### src/rtl/kick_trigger.sv
// Kick command front end: immediate or breakbeam-armed kick, one-cycle strobe to the kicker.
// Latency: strobe 1 cycle after the launching edge; holds off new kicks until fire/lockout clears.
module kick_trigger #(
  parameter int unsigned PRESCALE_DIV    = 575,
  parameter int unsigned DEBOUNCE_CYCLES = 64,
  parameter int unsigned ARM_TIMEOUT     = 8191,
  parameter int unsigned ACK_WINDOW      = 3
) (
  input  logic       clk,
  input  logic       rst_n,
  input  logic       cmd_valid,
  input  logic [1:0] cmd_mode,
  input  logic [7:0] cmd_strength,
  input  logic       breakbeam,
  input  logic       kicker_fire,
  input  logic       kicker_lockout,
  output logic       strobe,
  output logic [7:0] strength,
  output logic       armed,
  output logic       ball_present,
  output logic       busy,
  output logic       kick_dropped,
  output logic       arm_expired
);

  localparam logic [9:0]  PRESC_LAST = 10'(PRESCALE_DIV);
  localparam logic [7:0]  DEB_LAST   = 8'(DEBOUNCE_CYCLES - 1);
  localparam logic [15:0] TO_LAST    = 16'(ARM_TIMEOUT);
  localparam logic [7:0]  ACK_LAST   = 8'(ACK_WINDOW - 1);

  typedef enum logic [1:0] {
    ST_IDLE,
    ST_ARMED,
    ST_FIRE_WAIT,
    ST_COOLDOWN
  } state_t;

  state_t      r_state;
  state_t      w_state_nxt;
  logic        r_sync1;
  logic        r_sync2;
  logic [7:0]  r_deb_cnt;
  logic        r_ball;
  logic [9:0]  r_presc;
  logic [15:0] r_timeout;
  logic [7:0]  r_arm_str;
  logic [7:0]  r_ack_cnt;
  logic        r_strobe;
  logic [7:0]  r_strength;
  logic        r_drop;
  logic        r_expired;

  logic        w_tick;
  logic        w_cmd_cancel;
  logic        w_cmd_fire;
  logic        w_cmd_arm;
  logic        w_launch;
  logic [7:0]  w_launch_str;
  logic        w_rearm;
  logic        w_drop;
  logic        w_expire;

  assign w_tick       = (r_state == ST_ARMED) && (r_presc == PRESC_LAST);
  assign w_cmd_cancel = cmd_valid && (cmd_mode == 2'd0);
  assign w_cmd_fire   = cmd_valid && (cmd_mode == 2'd1);
  assign w_cmd_arm    = cmd_valid && (cmd_mode == 2'd2);

  always_comb begin
    w_state_nxt  = r_state;
    w_launch     = 1'b0;
    w_launch_str = r_arm_str;
    w_rearm      = 1'b0;
    w_drop       = 1'b0;
    w_expire     = 1'b0;
    case (r_state)
      ST_IDLE: begin
        // A kicker still in lockout rejects an immediate kick rather than stalling it.
        if (w_cmd_fire) begin
          if (kicker_lockout) begin
            w_drop = 1'b1;
          end else begin
            w_launch     = 1'b1;
            w_launch_str = cmd_strength;
          end
        end else if (w_cmd_arm) begin
          w_rearm     = 1'b1;
          w_state_nxt = ST_ARMED;
        end
      end
      ST_ARMED: begin
        if (w_cmd_cancel) begin
          w_state_nxt = ST_IDLE;
        end else if (w_cmd_fire) begin
          if (kicker_lockout) begin
            w_drop = 1'b1;
          end else begin
            w_launch     = 1'b1;
            w_launch_str = cmd_strength;
          end
        end else if (w_cmd_arm) begin
          w_rearm = 1'b1;
        end else if (r_ball && !kicker_lockout) begin
          w_launch = 1'b1;
        end else if (w_tick && (r_timeout == TO_LAST)) begin
          w_expire    = 1'b1;
          w_state_nxt = ST_IDLE;
        end
      end
      ST_FIRE_WAIT: begin
        if (kicker_fire) begin
          w_state_nxt = ST_COOLDOWN;
        end else if (r_ack_cnt == ACK_LAST) begin
          w_drop      = 1'b1;
          w_state_nxt = ST_IDLE;
        end
        if (w_cmd_fire || w_cmd_arm) begin
          w_drop = 1'b1;
        end
      end
      default: begin
        if (!kicker_fire && !kicker_lockout) begin
          w_state_nxt = ST_IDLE;
        end
        if (w_cmd_fire || w_cmd_arm) begin
          w_drop = 1'b1;
        end
      end
    endcase
    if (w_launch) begin
      w_state_nxt = ST_FIRE_WAIT;
    end
  end

  always_ff @(posedge clk) begin
    if (!rst_n) begin
      r_state    <= ST_IDLE;
      r_sync1    <= 1'b0;
      r_sync2    <= 1'b0;
      r_deb_cnt  <= 8'd0;
      r_ball     <= 1'b0;
      r_presc    <= 10'd0;
      r_timeout  <= 16'd0;
      r_arm_str  <= 8'd0;
      r_ack_cnt  <= 8'd0;
      r_strobe   <= 1'b0;
      r_strength <= 8'd0;
      r_drop     <= 1'b0;
      r_expired  <= 1'b0;
    end else begin
      r_state <= w_state_nxt;
      r_sync1 <= breakbeam;
      r_sync2 <= r_sync1;

      if (r_sync2 == r_ball) begin
        r_deb_cnt <= 8'd0;
      end else if (r_deb_cnt == DEB_LAST) begin
        r_ball    <= r_sync2;
        r_deb_cnt <= 8'd0;
      end else begin
        r_deb_cnt <= r_deb_cnt + 8'd1;
      end

      if (w_rearm || (r_state != ST_ARMED) || (w_state_nxt != ST_ARMED)) begin
        r_presc <= 10'd0;
      end else begin
        r_presc <= w_tick ? 10'd0 : r_presc + 10'd1;
      end

      // Holding at the limit lets a blocked expiry land on the following tick.
      if (w_rearm || (r_state != ST_ARMED)) begin
        r_timeout <= 16'd0;
      end else if (w_tick && (r_timeout != TO_LAST)) begin
        r_timeout <= r_timeout + 16'd1;
      end

      if (w_rearm) begin
        r_arm_str <= cmd_strength;
      end

      r_ack_cnt <= (r_state == ST_FIRE_WAIT) ? r_ack_cnt + 8'd1 : 8'd0;

      r_strobe <= w_launch;
      if (w_launch) begin
        r_strength <= w_launch_str;
      end
      r_drop    <= w_drop;
      r_expired <= w_expire;
    end
  end

  assign strobe       = r_strobe;
  assign strength     = r_strength;
  assign armed        = (r_state == ST_ARMED);
  assign ball_present = r_ball;
  assign busy         = (r_state == ST_FIRE_WAIT) || (r_state == ST_COOLDOWN);
  assign kick_dropped = r_drop;
  assign arm_expired  = r_expired;

endmodule

### config.mk
export PLATFORM = sky130hd
export DESIGN_NAME = kick_trigger
export DESIGN_NICKNAME = d
export VERILOG_FILES = /design/src/rtl/kick_trigger.sv
export SDC_FILE = /design/constraint.sdc
export NUM_CORES = 1
export LEC_CHECK = 0
export ABC_CLOCK_PERIOD_IN_PS = 2900
export CAP_MARGIN = 10
export CORE_MARGIN = 4
export CORE_UTILIZATION = 40
export CTS_BUF_LIST = sky130_fd_sc_hd__clkbuf_8
export CTS_CLUSTER_SIZE = 14
export DETAILED_ROUTE_END_ITERATION = 16
export DONT_BUFFER_PORTS = 1
export GPL_TIMING_DRIVEN = 1
export SLEW_MARGIN = 20
export SYNTH_ARGS = -nofsm -noshare
export SYNTH_HDL_FRONTEND = slang
export SYNTH_SLANG_ARGS = --single-unit
### constraint.sdc
create_clock -name clk -period 2.9 [get_ports clk]
set_input_delay 0.725 -clock clk [delete_from_list [all_inputs] [get_ports clk]]
set_output_delay 0.725 -clock clk [all_outputs]
set_load 0.05 [all_outputs]
Word level (Yosys, flattened, before mapping)
Cells that the tools add are included.
{ "totals": {"register_bits": 66, "out_inout_bits": 14} }
{ "classes": {"addsub": 4, "eq_ne": 13, "mux": 36, "bitwise_logic": 3, "reduce_logical": 22} }
{ "op_table": {"columns": ["op", "n"], "rows": [
  ["$mux 8", 3],
  ["$mux 2", 11],
  ["$mux 1", 17],
  ["$add 16x1->16 const B", 1],
  ["$add 8x1->8 const B", 2],
  ["$eq 16x13->1 const B", 1],
  ["$ne 16x13->1 const B", 1],
  ["$pmux 8 s2", 1],
  ["$add 10x1->10 const B", 1],
  ["$eq 10x10->1 const B", 1],
  ["$eq 8x2->1 const B", 1],
  ["$eq 8x6->1 const B", 1],
  ["$logic_and 1x1->1", 8],
  ["$eq 2x2->1 const B", 3],
  ["$pmux 2 s3", 1],
  ["$reduce_or 3->1", 2],
  ["$reduce_or 6->1", 1],
  ["$eq 2x1->1 const B", 2],
  ["$logic_not 2->1", 2],
  ["$logic_or 1x1->1", 4],
  ["$ne 2x1->1 const B", 2],
  ["$pmux 1 s2", 2],
  ["$reduce_and 2->1", 2],
  ["$not 1->1", 3],
  ["other kinds (4)", 5]
]} }

Longest topological paths before layout
Gate-level depths: netlist of the first run.
{ "logic_depth": {"depth_word": 13, "depth_mapped": 7, "ltp_nobuf": 6} }

Worst setup path before layout of the first run
OpenSTA, ideal clock, no wires.
{ "synth_path": {"path_kind": "register to register", "from": "reg r_presc[6]", "to": "reg r_timeout[11]", "arrival_time_ps": 2200, "required_time_ps": 2841, "slack_ps": 640, "stages_incl_launch_ff": 6, "path_buffers": 0, "synth_period_minus_slack_ps": 2260, "path_cell_list": "dfxtp_1 -> or4b_4 -> or4_1 -> a2111o_1 -> or4_1 -> nand2_1"} }
{ "synth_between": {"elab_chain_len": 3} }
{ "synth_rtl": {"columns": ["item", "line_no", "text"], "rows": [
  ["start: declaration", "44", "logic [9:0] r_presc;"],
  ["start signal: assignment", "166", "r_presc <= w_tick ? 10'd0 : r_presc + 10'd1;"],
  ["$eq 10x10->1", "63", "assign w_tick = (r_state == ST_ARMED) && (r_presc == PRESC_LAST);"],
  ["$logic_and 1x1->1", "63", null],
  ["$logic_and 1x1->1", "172", "end else if (w_tick && (r_timeout != TO_LAST)) begin"],
  ["end signal: assignment", "173", "r_timeout <= r_timeout + 16'd1;"],
  ["end: declaration", "45", "logic [15:0] r_timeout;"]
]} }
No other way between the ends.
A chain may end at the register's enable or synchronous reset.

Worst setup path in the final report of the first run
{ "layout_path": {"from": "reg r_presc[7]", "to": "reg r_timeout[13]"} }
The elaborated chain is that of the path after synthesis.

==> results of run 1 <==
metrics by stage:
step / total power, mW / hold slack [ps] / setup slack (ps) / util (%)
CTS: 2.05 / 451 / 515 / 47.3
global route: 2.10 / 460 / 396 / 47.3
finish: 2.02 / 442 / 524 / 47.3
global placement: 1.02 / 441 / 562 / 43.4
floorplan: 1.00 / 412 / 640 / -
detailed placement: 1.02 / 433 / 537 / 43.4
worst register-to-register path: cells and delay by family (launching register included):
family	cells	cell delay [ps]
compound gates	1	460
flops	1	340
simple gates	4	1540
per-layer routing:
layer,wire [µm],up-vias,share of wire (%)
met2,2670,38,47
met1,2600,1036,45
met3,383,7,6.7
met4,62,0,1.1
li1,-,1144,-
met5,0,-,0
final timing paths:
kind / end / slack [ps]
worst min register to register: r_sync2 / 440
worst max-delay path: r_timeout[13] / 520
worst max register to register: r_timeout[13] / 520
worst min-delay path: r_sync2 / 440
report_power, final:
part           switching, mW  internal (mW)  total, mW
logic                 0.0352         0.0199     0.0551
registers             0.0233          0.918      0.941
clock network          0.349          0.677       1.03
cell type report:
class | count | area [µm²]
fillers | 679 | 3600
multi-input cells | 238 | 1440
flip-flops and latches | 66 | 1320
clock buffers | 10 | 138
clock inverters | 6 | 129
well taps | 96 | 120
repair buffers | 7 | 52.6
inverters | 8 | 30.0
sequential cells by signal, summed over array words and instances, names as in the netlist, 2 cells and up:
signal,flops
r_presc,10
r_ack_cnt,8
r_arm_str,8
r_state,2
r_deb_cnt,8
strength,8
r_timeout,16
synthesized netlist by cell type (all sizes together) (2+ instances only):
cell type	number
clkbuf	10
or4b	3
buf	2
nor2	51
nand2b	3
nor3	2
inv	8
dfxtp	66
o22ai	2
nand3	17
and2	2
o211ai	2
nor4	7
nand4	6
xnor2	17
or4	3
and3	8
a211oi	11
and4	3
ha	5
xor2	14
or3	5
nand2	37
mux2i	10
a21oi	16
kinds of logic after synthesis:
kind of cell / Yosys count / share of synthesized area (%)
simple gates: 152 / 26.1
flops: 66 / 46.5
compound gates: 40 / 9.38
xor+xnor: 31 / 9.56
buf+inv: 20 / 2.69
mux: 10 / 3.52
fa+ha+maj: 5 / 2.20
==> metrics.txt, run 1 <==
deepest clock path buffer count 2; clk_lat worst skew 340 ps; syn nets 345; cts bufs inserted 9; clk slew on worst S/H paths 70 ps; fin crit period 2380 ps; Final ANT Viol Nets 0; vias per cell 5.16; Port Buffers 0; setup TNS 0 ps; DRT iter0 DRCs 101; worst path cell trace or4b_4, or4_1, a2111o_1, or4b_1, nand2_1; met3 GRT Util 7.22%; RSZ-0062 raised after global routing false; Post-CTS Setup Repair Bufs 0; top-area cell type share of the netlist area 46.5%; Synth cell types 42; Placer Congestion 0.821; r2r startpoint r_presc[7]; Yosys warnings 0; number of cells produced by synthesis 324; Max-cap violations 0; Main synth FF type dfxtp_1; first-pass GRT wire length 10100 µm; Worst setup SP type flip-flop; #FFs+latches synth 66; Chip Height 92.3 µm; Min-Delay Path Class flip-flop to flip-flop; Post-CTS Resized 0; H-tree Lvls 3; Hold Crit Start r_sync1; Hold Path Depth 1; vias in the first global route 2183; Finished Layout Cells 431; post-synthesis sequential area ratio 46.5%; met2 GRT Util 23.2%; final hold vios 0; PD cells 626 nW/µm²; cell family contributing the most delay on the critical path simple AND/OR/NAND/NOR gates; final slew viol count 0; row count 30; DR vias 2225; worst path arrival time 2660 ps; Die ar. 8510 µm²; Cells after DPL 415; status finished, final reports clean; most used routing layer met2; Max stage delay cell, worst path or4b_4; # DRC 0; Critical path origin r_presc[7]; Leak 1.17 nW; largest net degree at the start of global routing 21; drt wl/cell 13.3 µm; grt ovf 0; TritonCTS clock tree built; Worst setup EP type flip-flop; detailed-router iteration count before antenna repair 4; initial core utilization 41.6%; slowest stage delay, CP 530 ps; Die X 92.3 µm; Synth area leaders dfxtp_1 47%, nor2_1 6.7%, xnor2_1 5.2%; Top Ports 30; met1 GRT Util 17.9%; Antenna Diode Count 0; most frequent cells in the layout 66 x dfxtp_1, 51 x nor2_1, 37 x nand2_1; core area 6830 µm²; overall routing resource usage 14.9%; peak supply drop 0.349 mV; max_slew headroom 53.0%; Max Freq 421 MHz; Critical Path RT 3180 ps; final period utilization 81.9%; final layout net count 351; DPL Wire Length 4060 µm; transition time at the pin with the least slew margin 699 ps; buffers and inverters on the worst path 0; worst-case clock skew 10.5 ps; Sink Count 66; Root Driver clkbuf_8; Reg2Reg Depth 5; fraction of layout cells with a size suffix above 1 7.46%; Avg Inst Size Synth 8.77 µm²; synthesized area 2840 µm²; Post-synth EDFFs 0; crit-path max FO 8; cell taking the most area after synthesis dfxtp_1; initial antenna violation count 0; Finished Cell Area 3230 µm²; final WL 5710 µm; area delta synth->final 13.8%; CP Depth 5; final setup fails 0; commonest non-fill, non-tap cell in the layout dfxtp_1; CP Class flip-flop to flip-flop; cell area after placement 2970 µm²; Post-CTS Hold Buffers 0; ys async rst share 0%
No activity file was read; power rests on OpenSTA's default activity.
==> run 2, diff against run 1 <==
Settings changed: ABC_CLOCK_PERIOD_IN_PS 2900 to 2200.
Clock period 2.9 ns to 2.2 ns, I/O delays scaled along.
==> run 2 against run 1 <==
The flow now finishes with violations (setup timing). Sequential power rose by 32%. Clock skew decreased by 1.6 ps. Worst setup slack worse by 680 ps. Power increased by 20%. Critical endpoint unchanged. Combinational power rose by 47%. Largest power group is now registers. Clock power is 7% higher. Core utilization grew 2.3 points. Flip-flop and latch count stayed put. Via count is 2.0% higher. First-iteration DRC count grew 16%. Register-to-register slack worse by 680 ps.
==> metrics.txt, run 2 (same netlist as run 1, synthesis figures left out) <==
status finished with violations; failing checks setup timing; Die X 92.3 µm (unchanged); final setup fails 4 (+4); final layout net count 370 (+5.4%); cts bufs inserted 9 (unchanged); fin crit period 2350 ps (-23.2 ps); DRT iter0 DRCs 117 (+16%); Worst setup SP type flip-flop; met3 WL 368 µm (-3.9%); deepest clock path buffer count 2 (unchanged); worst path cell trace or4b_4, or4_4, a2111o_1, or4b_1, nand2_1; worst-case clock skew 8.93 ps (-1.62 ps); Port Buffers 0 (unchanged); H-tree Lvls 3 (unchanged); r2r startpoint r_presc[6]; Placer Congestion 0.814 (-0.86%); DPL Wire Length 4210 µm (+3.6%); final core occ 49.6% (+2.3 points); PD cells 715 nW/µm² (+14%); Reg2Reg Depth 5 (unchanged); Max stage delay cell, worst path or4b_4; Worst setup EP type flip-flop; buffers and inverters on the worst path 0 (unchanged); max FFs per register 16 (unchanged); Top Metal Used met4; detailed-router iteration count before antenna repair 4 (unchanged); Cells after DPL 433 (+4.3%); worst path arrival time 2640 ps (-20 ps); commonest non-fill, non-tap cell in the layout dfxtp_1; TritonCTS clock tree built; most frequent cells in the layout 65 x dfxtp_1, 51 x nor2_1, 37 x nand2_1; core area 6830 µm² (unchanged); Hold Crit Start rst_n; final hold vios 0 (unchanged); Sink Count 66 (unchanged); peak supply drop 0.551 mV (+58%); clk slew on worst S/H paths 70 ps (about the same); area delta synth->final 19.4%; Top Ports 30 (unchanged); initial core utilization 41.6% (unchanged); Leak 1.24 nW (+6.5%); Worst Hold End r_sync1; pre-CTS WS -191 ps (-728 ps); Critical Path RT 2480 ps (-700 ps); internal reg-to-reg setup slack -150 ps (-680 ps); Chip Height 92.3 µm (unchanged); routed length on met2 2690 µm (+0.75%); row count 30 (unchanged); largest net degree at the start of global routing 20 (-4.8%); fraction of layout cells with a size suffix above 1 14.4% (+6.9 points); vias per cell 5.04 (-2.3%); cell family contributing the most delay on the critical path simple AND/OR/NAND/NOR gates; Critical path origin r_presc[6]; slowest stage delay, CP 530 ps (about the same); Finished Layout Cells 450 (+4.4%); final slew viol count 0 (unchanged); final WL 5870 µm (+2.6%); RSZ-0062 raised after global routing true; vias in the first global route 2213 (+1.4%); Hold Path Depth 1 (unchanged); register with the most flip-flops r_timeout; fin worst setup slack -152 ps (-677 ps); biggest registers after layout r_timeout (16), r_presc (10); total power draw 2.42 mW (+20%); Max-cap violations 0 (unchanged); CP Class flip-flop to flip-flop; Final ANT Viol Nets 0 (unchanged); first-pass GRT wire length 10200 µm (+0.55%); Min-Delay Path Class primary input to flip-flop; DR vias 2269 (+2.0%); max_slew headroom 59.0% (+6.1 points); # DRC 0 (unchanged); transition time at the pin with the least slew margin 612 ps (-86.9 ps); final period utilization 107% (+25 points); Die ar. 8510 µm² (unchanged); Antenna Diode Count 0 (unchanged); Max Freq 425 MHz (+0.99%); r2r endpoint r_timeout[13]; setup TNS -370 ps (-370 ps); drt wl/cell 13.0 µm (-1.7%); Post-CTS Hold Buffers 0 (unchanged); overall routing resource usage 15.1% (+0.21 points); initial antenna violation count 0 (unchanged); M1 wire length 2720 µm (+4.7%); Root Driver clkbuf_8; crit-path max FO 8 (unchanged); clk_lat worst skew 340 ps (about the same); grt ovf 0 (unchanged)
==> run 2: how the worst max path moves through the flow <==
stage / end / slack, ps / cells after the start
after floorplan: r_timeout[11] / -60 / 5
after global placement: r_timeout[13] / -160 / 5
after detailed placement: r_timeout[13] / -190 / 5
after CTS: r_timeout[13] / -160 / 5
after global routing: r_timeout[13] / -230 / 5
final: r_timeout[13] / -150 / 5
==> run 2: timing repair <==
action / 4_1_cts / 5_1_grt
buffers inserted: 1 / 0
pin swaps: 2 / 1
cloned: 0 / 0
endpoints found under the setup margin: 6 / 7
resized for setup: 4 / 6
==> run 2: layout make-up <==
type	count	area [µm²]
sequential	66	1320
timing repair buffer	26	195
tap	96	120
multi-input combinational	238	1500
fill	673	3440
inverter	8	30.0
clock inverter	7	95.1
clock buffer	9	124
==> run 2: power by group <==
group | leakage, nW | internal [mW] | switching [mW] | total, mW
clock | 0.115 | 0.637 | 0.467 | 1.10
combinational | 0.596 | 0.0315 | 0.0493 | 0.0808
sequential | 0.534 | 1.21 | 0.0293 | 1.24
total | 1.24 | 1.88 | 0.546 | 2.42
==> run 2: worst reg2reg max path: stages (launching register included) <==
cell and delay [ps]:
dfxtp_2 320, or4b_4 530, or4_4 430, a2111o_1 460
or4b_1 500, nand2_1 70
==> run 2: metrics by stage <==
| stage | hold slack [ps] | cell area, µm² |
|---|---|---|
| after floorplan | 412 | 2840 |
| after global placement | 440 | 3100 |
| after detailed placement | 421 | 3100 |
| after CTS | 317 | 3340 |
| after global routing | 315 | 3390 |
| final | 334 | 3390 |
==> run 2: metal layers <==
metal	vias to the layer above	global-route usage, %
met3	9	6.81
met4	0	6.06
li1	1188	-
met5	-	0
met1	1025	17.6
met2	47	24.1
==> run 3, diff against run 2 <==
Settings changed: CTS_BUF_LIST sky130_fd_sc_hd__clkbuf_8 to sky130_fd_sc_hd__clkbuf_16.
==> run 3 against run 2 <==
The flow still finishes with violations (setup timing). Worst setup slack got worse by 3.2 ps. Largest power group is now the clock network. Register-to-register slack is essentially flat. Power grew 17%. Via count increased by 0.48%.
==> metrics.txt, run 3 (same netlist as run 1, synthesis figures left out) <==
status finished with violations; failing checks setup timing; fin worst setup slack -156 ps (-3.25 ps); core area 6830 µm² (unchanged); cell area after placement 3100 µm² (unchanged); worst path cell trace or4b_4, or4_4, a2111o_1, or4b_1, nand2_1; DR vias 2280 (+0.48%); worst path arrival time 2630 ps (about the same); Post-CTS Hold Buffers 0 (unchanged); fraction of layout cells with a size suffix above 1 14.1% (-0.28 points); vias in the first global route 2256 (+1.9%); initial core utilization 41.6% (unchanged); register with the most flip-flops r_timeout; Chip Height 92.3 µm (unchanged); final setup fails 4 (unchanged); clk slew on worst S/H paths 60 ps (about the same); slowest stage delay, CP 530 ps (about the same); Max stage delay cell, worst path or4b_4; Antenna Diode Count 0 (unchanged); final period utilization 107% (+0.15 points); total power draw 2.84 mW (+17%); deepest clock path buffer count 2 (unchanged); # fillers 668 (-0.74%); peak supply drop 0.626 mV (+14%); internal reg-to-reg setup slack -160 ps (about the same); TritonCTS clock tree built; biggest registers after layout r_timeout (16), r_presc (10); Worst Hold End r_sync1; crit-path max FO 8 (unchanged); cell family contributing the most delay on the critical path simple AND/OR/NAND/NOR gates; Leak 1.29 nW (+3.7%); Worst setup SP type flip-flop; RSZ-0062 raised after global routing true; final slew viol count 0 (unchanged); clk_lat worst skew 330 ps (about the same); Top Ports 30 (unchanged); detailed-router iteration count before antenna repair 4 (unchanged); Max-cap violations 0 (unchanged); H-tree Lvls 3 (unchanged); buffers and inverters on the worst path 0 (unchanged); vias per cell 5.07 (+0.48%); transition time at the pin with the least slew margin 586 ps (-25.8 ps); worst hold slack 345 ps (+10.7 ps); Die X 92.3 µm (unchanged); grt ovf 0 (unchanged); final hold vios 0 (unchanged); pre-CTS WS -191 ps (unchanged); r2r startpoint r_presc[6]; Max Freq 425 MHz (-0.14%); Die ar. 8510 µm² (unchanged); Final ANT Viol Nets 0 (unchanged); Worst setup EP type flip-flop; DPL Wire Length 4210 µm (unchanged); max FFs per register 16 (unchanged); most frequent cells in the layout 65 x dfxtp_1, 51 x nor2_1, 37 x nand2_1; Hold Path Depth 1 (unchanged); area delta synth->final 22.8%; Critical Path RT 2480 ps (about the same); commonest non-fill, non-tap cell in the layout dfxtp_1; overall routing resource usage 15.3% (+0.22 points); initial antenna violation count 0 (unchanged); DRT iter0 DRCs 132 (+13%); fin crit period 2360 ps (+3.25 ps); Min-Delay Path Class primary input to flip-flop; CP Class flip-flop to flip-flop; Critical path origin r_presc[6]; Port Buffers 0 (unchanged); Reg2Reg Depth 5 (unchanged); largest net degree at the start of global routing 20 (unchanged); cts bufs inserted 9 (unchanged); row count 30 (unchanged); PD cells 814 nW/µm² (+14%); max_slew headroom 60.8% (+1.7 points); worst-case clock skew 5.98 ps (-2.95 ps); final layout net count 370 (unchanged); drt wl/cell 13.2 µm (+1.5%); Sink Count 66 (unchanged); Finished Cell Area 3490 µm² (+2.9%); r2r endpoint r_timeout[13]; # DRC 0 (unchanged); Hold Crit Start rst_n; final core occ 51.1% (+1.4 points); first-pass GRT wire length 10300 µm (+1.1%); Placer Congestion 0.814 (unchanged); Root Driver clkbuf_16; final WL 5950 µm (+1.5%)
[run 3: stage by stage]
stage / setup TNS, ps / instances
floorplan: -118 / 324
global placement: -563 / 433
detailed placement: -694 / 433
CTS: -398 / 450
global route: -743 / 450
finish: -373 / 450
[run 3: worst reg2reg max path: stages, from the launching register on]
cell and delay (ps):
dfxtp_2 310, or4b_4 530, or4_4 430, a2111o_1 460, or4b_1 500, nand2_1 80
[run 3: what timing repair did]
item	in CTS	in global routing
setup buffers	1	0
resized for setup	4	5
pin swaps	2	0
setup endpoints to repair	6	7
[run 3: worst max-delay path by stage]
| stage | end | slack, ps | cells after the start |
|---|---|---|---|
| after floorplan | r_timeout[11] | -60 | 5 |
| after global placement | r_timeout[13] | -160 | 5 |
| after detailed placement | r_timeout[13] | -190 | 5 |
| after CTS | r_timeout[13] | -160 | 5 |
| after global routing | r_timeout[13] | -230 | 5 |
| final | r_timeout[13] | -160 | 5 |
[run 3: layout make-up]
type | count | area (µm²) | share of cell area [%]
clock buffer | 9 | 225 | 6.46
tap | 96 | 120 | 3.44
clock inverter | 7 | 95.1 | 2.73
timing repair buffer | 26 | 195 | 5.60
multi-input combinational | 238 | 1500 | 43.0
sequential | 66 | 1320 | 37.9
inverter | 8 | 30.0 | 0.861
[run 3: where the power goes]
| part | switching [mW] | total (mW) | internal (mW) | leakage [nW] |
|---|---|---|---|---|
| logic | 0.0491 | 0.0806 | 0.0315 | 0.596 |
| registers | 0.0294 | 1.24 | 1.21 | 0.534 |
| clock network | 0.528 | 1.52 | 0.990 | 0.161 |
| total | 0.606 | 2.84 | 2.23 | 1.29 |
[run 3: metal layers]
metal / up-vias / wire length [µm] / track usage (%)
met5: - / 0 / 0
met4: 0 / 80 / 6.19
met3: 8 / 424 / 6.89
met2: 59 / 2780 / 24.9
met1: 1024 / 2670 / 17.4
li1: 1189 / - / -
